--- src/rtl/uart_sched_pkg.sv ---
// Shared definitions for the UART transmit scheduler: FSM encoding, parameter
// defaults and a one-hot to index helper.
package uart_sched_pkg;

  localparam int DEFAULT_NUM_REQ      = 2;
  localparam int DEFAULT_BUSY_TIMEOUT = 1024;
  localparam int DEFAULT_TO_W         = 11;

  typedef enum logic [2:0] {
    ST_IDLE,
    ST_LOAD,
    ST_START,
    ST_WAIT_BUSY,
    ST_WAIT_DONE
  } sched_state_t;

  function automatic int onehot_to_idx(input logic [7:0] oh);
    int idx;
    idx = 0;
    for (int i = 0; i < 8; i++) begin
      if (oh[i]) idx = i;
    end
    return idx;
  endfunction

endpackage

--- src/rtl/uart_tx_scheduler_if.sv ---
// Requester-side byte stream bundle: one valid/data/last/ready lane per requester.
interface uart_tx_scheduler_if
  import uart_sched_pkg::*;
#(
  parameter int NUM_REQ = DEFAULT_NUM_REQ
);
  logic [NUM_REQ-1:0]   req_valid;
  logic [8*NUM_REQ-1:0] req_data;
  logic [NUM_REQ-1:0]   req_last;
  logic [NUM_REQ-1:0]   req_ready;

  modport master (output req_valid, output req_data, output req_last, input req_ready);
  modport slave  (input req_valid, input req_data, input req_last, output req_ready);
endinterface

--- src/rtl/uart_tx_scheduler_arb.sv ---
// Combinational round-robin pick: first request at or after ptr, wrapping.
module rr_arbiter #(
  parameter int NUM_REQ = 2,
  parameter int PTR_W   = (NUM_REQ > 1) ? $clog2(NUM_REQ) : 1
) (
  input  logic [NUM_REQ-1:0] req,
  input  logic [PTR_W-1:0]   ptr,
  output logic [NUM_REQ-1:0] grant
);
  logic             found;
  logic [PTR_W-1:0] idx;

  always_comb begin
    grant = '0;
    found = 1'b0;
    idx   = '0;
    for (int off = 0; off < NUM_REQ; off++) begin
      idx = PTR_W'((int'(ptr) + off) % NUM_REQ);
      if (!found && req[idx]) begin
        grant[idx] = 1'b1;
        found      = 1'b1;
      end
    end
  end
endmodule

--- src/rtl/uart_tx_scheduler.sv ---
// Shares one UART transmitter among NUM_REQ requesters, granting whole messages
// round-robin and sequencing each byte through start / busy / done.
module uart_tx_scheduler
  import uart_sched_pkg::*;
#(
  parameter int NUM_REQ      = DEFAULT_NUM_REQ,
  parameter int BUSY_TIMEOUT = DEFAULT_BUSY_TIMEOUT,
  parameter int TO_W         = DEFAULT_TO_W
) (
  input  logic                clk,
  input  logic                reset,
  uart_tx_scheduler_if.slave  req,
  output logic                uart_start,
  output logic [7:0]          uart_data,
  input  logic                uart_tx_done,
  output logic [NUM_REQ-1:0]  grant,
  output logic                msg_done,
  output logic                err_timeout
);
  localparam int PTR_W = (NUM_REQ > 1) ? $clog2(NUM_REQ) : 1;

  sched_state_t       state_reg, state_next;
  logic [NUM_REQ-1:0] grant_reg, grant_next;
  logic [PTR_W-1:0]   gidx_reg, gidx_next;
  logic [PTR_W-1:0]   rr_reg, rr_next;
  logic [TO_W-1:0]    cnt_reg, cnt_next;
  logic [7:0]         data_reg, data_next;
  logic               last_reg, last_next;
  logic               start_reg;
  logic [NUM_REQ-1:0] arb_grant;
  logic [NUM_REQ-1:0] ready_vec;
  logic [PTR_W-1:0]   gidx_inc;
  logic [7:0]         req_bytes [NUM_REQ];

  rr_arbiter #(.NUM_REQ(NUM_REQ), .PTR_W(PTR_W)) u_arb (
    .req   (req.req_valid),
    .ptr   (rr_reg),
    .grant (arb_grant)
  );

  for (genvar gi = 0; gi < NUM_REQ; gi++) begin : g_lane
    assign req_bytes[gi]     = req.req_data[8*gi +: 8];
    assign req.req_ready[gi] = ready_vec[gi];
  end

  assign gidx_inc = (gidx_reg == PTR_W'(NUM_REQ - 1)) ? '0 : gidx_reg + 1'b1;

  always_comb begin
    state_next  = state_reg;
    grant_next  = grant_reg;
    gidx_next   = gidx_reg;
    rr_next     = rr_reg;
    cnt_next    = cnt_reg;
    data_next   = data_reg;
    last_next   = last_reg;
    ready_vec   = '0;
    msg_done    = 1'b0;
    err_timeout = 1'b0;
    case (state_reg)
      ST_IDLE: begin
        // A busy UART may still be finishing a frame from before reset: do not arbitrate.
        if (uart_tx_done && (|req.req_valid)) begin
          grant_next = arb_grant;
          gidx_next  = PTR_W'(onehot_to_idx(8'(arb_grant)));
          state_next = ST_LOAD;
        end
      end
      ST_LOAD: begin
        ready_vec = grant_reg & req.req_valid;
        if (|ready_vec) begin
          data_next  = req_bytes[gidx_reg];
          last_next  = req.req_last[gidx_reg];
          state_next = ST_START;
        end
      end
      ST_START: begin
        cnt_next   = '0;
        state_next = ST_WAIT_BUSY;
      end
      ST_WAIT_BUSY: begin
        if (!uart_tx_done) begin
          state_next = ST_WAIT_DONE;
        end else if (cnt_reg == TO_W'(BUSY_TIMEOUT)) begin
          err_timeout = 1'b1;
          grant_next  = '0;
          rr_next     = gidx_inc;
          state_next  = ST_IDLE;
        end else begin
          cnt_next = cnt_reg + 1'b1;
        end
      end
      ST_WAIT_DONE: begin
        if (uart_tx_done) begin
          if (last_reg) begin
            msg_done   = 1'b1;
            grant_next = '0;
            rr_next    = gidx_inc;
            state_next = ST_IDLE;
          end else begin
            state_next = ST_LOAD;
          end
        end
      end
      default: state_next = ST_IDLE;
    endcase
  end

  always_ff @(posedge clk or posedge reset) begin
    if (reset) begin
      state_reg <= ST_IDLE;
      grant_reg <= '0;
      gidx_reg  <= '0;
      rr_reg    <= '0;
      cnt_reg   <= '0;
      data_reg  <= 8'h00;
      last_reg  <= 1'b0;
      start_reg <= 1'b0;
    end else begin
      state_reg <= state_next;
      grant_reg <= grant_next;
      gidx_reg  <= gidx_next;
      rr_reg    <= rr_next;
      cnt_reg   <= cnt_next;
      data_reg  <= data_next;
      last_reg  <= last_next;
      // Registered so the UART sees a glitch-free start edge.
      start_reg <= (state_next == ST_START);
    end
  end

  assign uart_start = start_reg;
  assign uart_data  = data_reg;
  assign grant      = grant_reg;
endmodule

--- src/flat_wrapper.sv ---
// flat-port wrapper written by rule: the top's interface ports become plain ports
module uart_tx_scheduler_flat import uart_sched_pkg::*;
#(
  parameter int NUM_REQ      = DEFAULT_NUM_REQ,
  parameter int BUSY_TIMEOUT = DEFAULT_BUSY_TIMEOUT,
  parameter int TO_W         = DEFAULT_TO_W
)
  (clk, reset, uart_start, uart_data, uart_tx_done, grant, msg_done, err_timeout, req_req_valid, req_req_data, req_req_last, req_req_ready);
  uart_tx_scheduler_if #(.NUM_REQ(NUM_REQ)) req_i ();
  input  logic clk;
  input  logic reset;
  output logic uart_start;
  output logic [7:0] uart_data;
  input  logic uart_tx_done;
  output logic [NUM_REQ-1:0] grant;
  output logic msg_done;
  output logic err_timeout;
  input wire logic [$bits(req_i.req_valid)-1:0] req_req_valid;
  input wire logic [$bits(req_i.req_data)-1:0] req_req_data;
  input wire logic [$bits(req_i.req_last)-1:0] req_req_last;
  output wire logic [$bits(req_i.req_ready)-1:0] req_req_ready;
  assign req_i.req_valid = req_req_valid;
  assign req_i.req_data = req_req_data;
  assign req_i.req_last = req_req_last;
  assign req_req_ready = req_i.req_ready;
  uart_tx_scheduler #(.NUM_REQ(NUM_REQ), .BUSY_TIMEOUT(BUSY_TIMEOUT), .TO_W(TO_W)) u_core (.clk(clk), .reset(reset), .req(req_i), .uart_start(uart_start), .uart_data(uart_data), .uart_tx_done(uart_tx_done), .grant(grant), .msg_done(msg_done), .err_timeout(err_timeout));
endmodule
--- config.mk ---
export PLATFORM = sky130hd
export DESIGN_NAME = uart_tx_scheduler_flat
export DESIGN_NICKNAME = d
export VERILOG_FILES = /design/src/rtl/uart_sched_pkg.sv /design/src/rtl/uart_tx_scheduler_if.sv /design/src/rtl/uart_tx_scheduler_arb.sv /design/src/rtl/uart_tx_scheduler.sv /design/src/flat_wrapper.sv
export SDC_FILE = /design/constraint.sdc
export NUM_CORES = 1
export LEC_CHECK = 0
export ABC_CLOCK_PERIOD_IN_PS = 4040
export CAP_MARGIN = 10
export CORE_MARGIN = 2
export CORE_UTILIZATION = 30
export CTS_BUF_LIST = sky130_fd_sc_hd__clkbuf_4 sky130_fd_sc_hd__clkbuf_8
export CTS_CLUSTER_SIZE = 14
export DETAILED_ROUTE_END_ITERATION = 7
export GPL_TIMING_DRIVEN = 0
export PLACE_DENSITY = 0.55
export REMOVE_ABC_BUFFERS = 1
export SLEW_MARGIN = 20
export SYNTH_ARGS = -nofsm -noshare
export SYNTH_HDL_FRONTEND = slang
export SYNTH_SLANG_ARGS = --single-unit
--- constraint.sdc ---
create_clock -name clk -period 4.04 [get_ports clk]
set_input_delay 1.01 -clock clk [delete_from_list [all_inputs] [get_ports clk]]
set_output_delay 1.01 -clock clk [all_outputs]
set_load 0.05 [all_outputs]
==> flow_summary_export.csv <==
group,metric,value,unit
synth,synth_top_family_by_area,"simple AND/OR/NAND/NOR gates",
finish,multi_input_area,776,sq um
floorplanning,die_w,75.3,um
route,drt_pass1_iterations,4,
pwr,p_int,0.698,mW
cts,clk_pin_slew,0.09,ns
sta,timing.fmax,257,MHz
synth,synth-seq-cells,28,
cts,ctsLongestPathBuffers,2,
critical_path,cp_num_buf_inv,2,
finish,seq_area,701,sq um
sta,setup_viol,0,
synth,synth_area_leaders,"dfrtp_1 (46%), mux2i_1 (8.5%), nor2_1 (5.9%)",
finish,drive_gt1_share,7.65,%
worst_hold_path,hold_path_class,"register to register",
cts,cts_sinks,28,
pwr,swShare,47.0,%
placed_design,portBuffers,37,
sta,tightestPinTransition,0.716,ns
critical_path,crit_family,"buffers and inverters",
placed_design,dp_hpwl,2560,um
route,drtIter0Drc,78,
cts,ctsHoldBuffers,0,
status,outcome,"complete, no violations",
critical_path,cp_cell_sequence,"clkdlybuf4s50_1 -> nand3_1 -> nor2_1 -> clkdlybuf4s50_1",
route,drt-total-wl,3500,um
route,viasPerCell,4.95,
critical_path,ff2ff_setup_slack,1.87,ns
synth,synth_compound_area_share,15.6,%
finish,nets,223,
critical_path,critPathArrivalTime,2.88,ns
synth,yosys.area_share.simple,23.2,%
critical_path,r2r_end,"u_core.rr_reg",
finish,diodes,0,
sta,relSlewSlack,52.2,%
floorplanning,ios,38,
sta,rsz0062_at_grt,"false",
synth,synthXorXnorAreaFrac,1.72,%
pwr,vdd_ir_drop_max,0.341,mV
grt,track_usage,13.5,%
cts,cts_tree,"done",
finish,largest_reg_flops,11,
critical_path,reg2regPathDepth,4,
cts,postCtsResizedCells,0,
sta,whs,0.523,ns
route,vias,1301,
sta,final-hold-violation-count,0,
grt,grt_start_max_net_pins,29,
cts,clock-root-buffer,"clkbuf_8",
synth,synth_top_area_share,45.9,%
finish,layout_commonest_cell,"clkdlybuf4s50_1",
synth,synth.area.mux_share,8.53,%
critical_path,end_kind,"primary output",
worst_hold_path,hold_path_end,"u_core.cnt_reg[10]",
synth,ys_warn_count,0,
route,antenna_left,0,
sta,period_minus_slack,3.89,ns
synth,seq_area_frac_synth,45.9,%
cts,clkLatencyLatePin,0.27,ns
synth,synth-adder-area-share,1.64,%
cts,h-tree-depth,1,
grt,antenna_found_initial,0,
floorplanning,dieArea,5670,sq um
synth,avgSynthCellArea,9.41,sq um
placed_design,gp_congestion,0.833,
critical_path,max_stage_delay,0.82,ns
floorplanning,coreArea,4820,sq um
grt,globalRouteOverflowTotal,0,
synth,ys_types,42,
pwr,p_clk_share,11.6,%
route,drcViolationCount,0,
cts,post_cts_buffers,0,
critical_path,critPathLaunchType,"input port",
finish,syn2layout_area_growth,31.0,%
pwr,p_leak,0.837,nW
critical_path,crit_required,3.03,ns
synth,synth_top_cell_by_area,"dfrtp_1",
synth,ys.flop_type,"dfrtp_1",
pwr,power,1.32,mW
sta,setup_tns,0,ns
pwr,powerDensity,659,nW/um^2
synth,synth_edf_count,0,
synth,synthCells,162,
worst_hold_path,worstHoldStart,"u_core.cnt_reg[10]",
pwr,pwr-share-comb,51.6,%
flow_run,cap_violations,0,
synth,syn_area,1530,sq um
sta,fin_crit_sh,96.2,%
cts,cts_buffers,3,
floorplanning,fp.dieH,75.3,um
worst_hold_path,min_path_cells,1,
floorplanning,initial_core_util,31.7,%
pwr,p_switching,0.619,mW
grt,grt_pass1_wl,5960,um
synth,ys_async_sr_fraction,100,%
critical_path,r2r-start,"u_core.cnt_reg[7]",
route,detail_route.wl_per_cell,13.3,um
floorplanning,rows,25,
critical_path,critPathMaxFanout,13,
pwr,seq_power_share,36.8,%
critical_path,crit_type,"input port to primary output",
sta,fin_worst_skew,0.00601,ns
critical_path,slowest_stage,"clkdlybuf4s50_1",
sta,slew_viol_final,0,
grt,grt_pass1_vias,1298,
finish,fillCellCount,493,
critical_path,cpMostUsedCell,"clkdlybuf4s50_1",
finish,final_cell_mix,"clkdlybuf4s50_1 (37), dfrtp_1 (28), nor2_1 (23)",
-- power by group through the flow --
| stage | sequential [mW] | combinational (mW) | clock [mW] |
|---|---|---|---|
| finish | 0.484 | 0.680 | 0.153 |
| global route | 0.504 | 0.743 | 0.173 |
| CTS | 0.486 | 0.684 | 0.159 |
| detailed placement | 0.490 | 0.681 | 0 |
| global placement | 0.486 | 0.670 | 0 |
| floorplan | 0.654 | 0.290 | 0 |
-- stage by stage --
stage | instance area [sq um] | utilization (%) | worst slack, ns | std cells
3_3_place_gp | 1950 | 40.6 | 0.158 | 260
3_5_place_dp | 1950 | 40.6 | 0.165 | 260
5_1_grt | 2000 | 41.5 | 0.0157 | 263
4_1_cts | 2000 | 41.4 | 0.146 | 263
6_report | 2000 | 41.5 | 0.155 | 263
2_1_floorplan | 1500 | - | 1.29 | 156
-- worst max path at each step --
| stage | start | to | slack, ns | cells after the start |
|---|---|---|---|---|
| final | uart_tx_done | msg_done | 0.15 | 4 |
| after global routing | uart_tx_done | msg_done | 0.02 | 4 |
| after CTS | uart_tx_done | msg_done | 0.15 | 4 |
| after detailed placement | uart_tx_done | msg_done | 0.17 | 4 |
| after global placement | uart_tx_done | msg_done | 0.16 | 4 |
| after floorplan | uart_tx_done | msg_done | 1.29 | 2 |
-- metal layers --
metal / vias to the layer above / wire length (um) / global-route usage (%)
li1: 645 / - / -
met1: 610 / 1670 / 19.1
met4: 0 / 38 / 4.68
met2: 42 / 1580 / 20.6
met3: 4 / 204 / 2.78
met5: - / 0 / 0
-- layout make-up --
cell class | count | area share (%)
multi-input cells | 121 | 38.8
clock buffers | 3 | 2.07
repair buffers | 37 | 18.5
flip-flops and latches | 28 | 35.1
well taps | 67 | 4.20
inverters | 7 | 1.31
-- logic make-up after synthesis --
group / after synthesis
AOI/OAI and AO/OA: 36
xor gates and xnor gates: 3
adders and majority gates: 2
buffers and inverters: 13
DFF: 28
muxes: 13
and+or+nand+nor: 67
-- cell usage after synthesis (all sizes together), types with 2 or more instances --
master   n
or4      2
or3b     2
dfrtp   28
o21a     2
a21oi   14
clkbuf   4
o21ai    9
buf      2
or2      2
xor2     3
mux2i   13
o31ai    4
and3     2
ha       2
and4     2
nor2    24
inv      7
nor4     2
nand3    6
nand2   12
nand2b   2
nand4    3
Power figures use the tool's default switching activity.
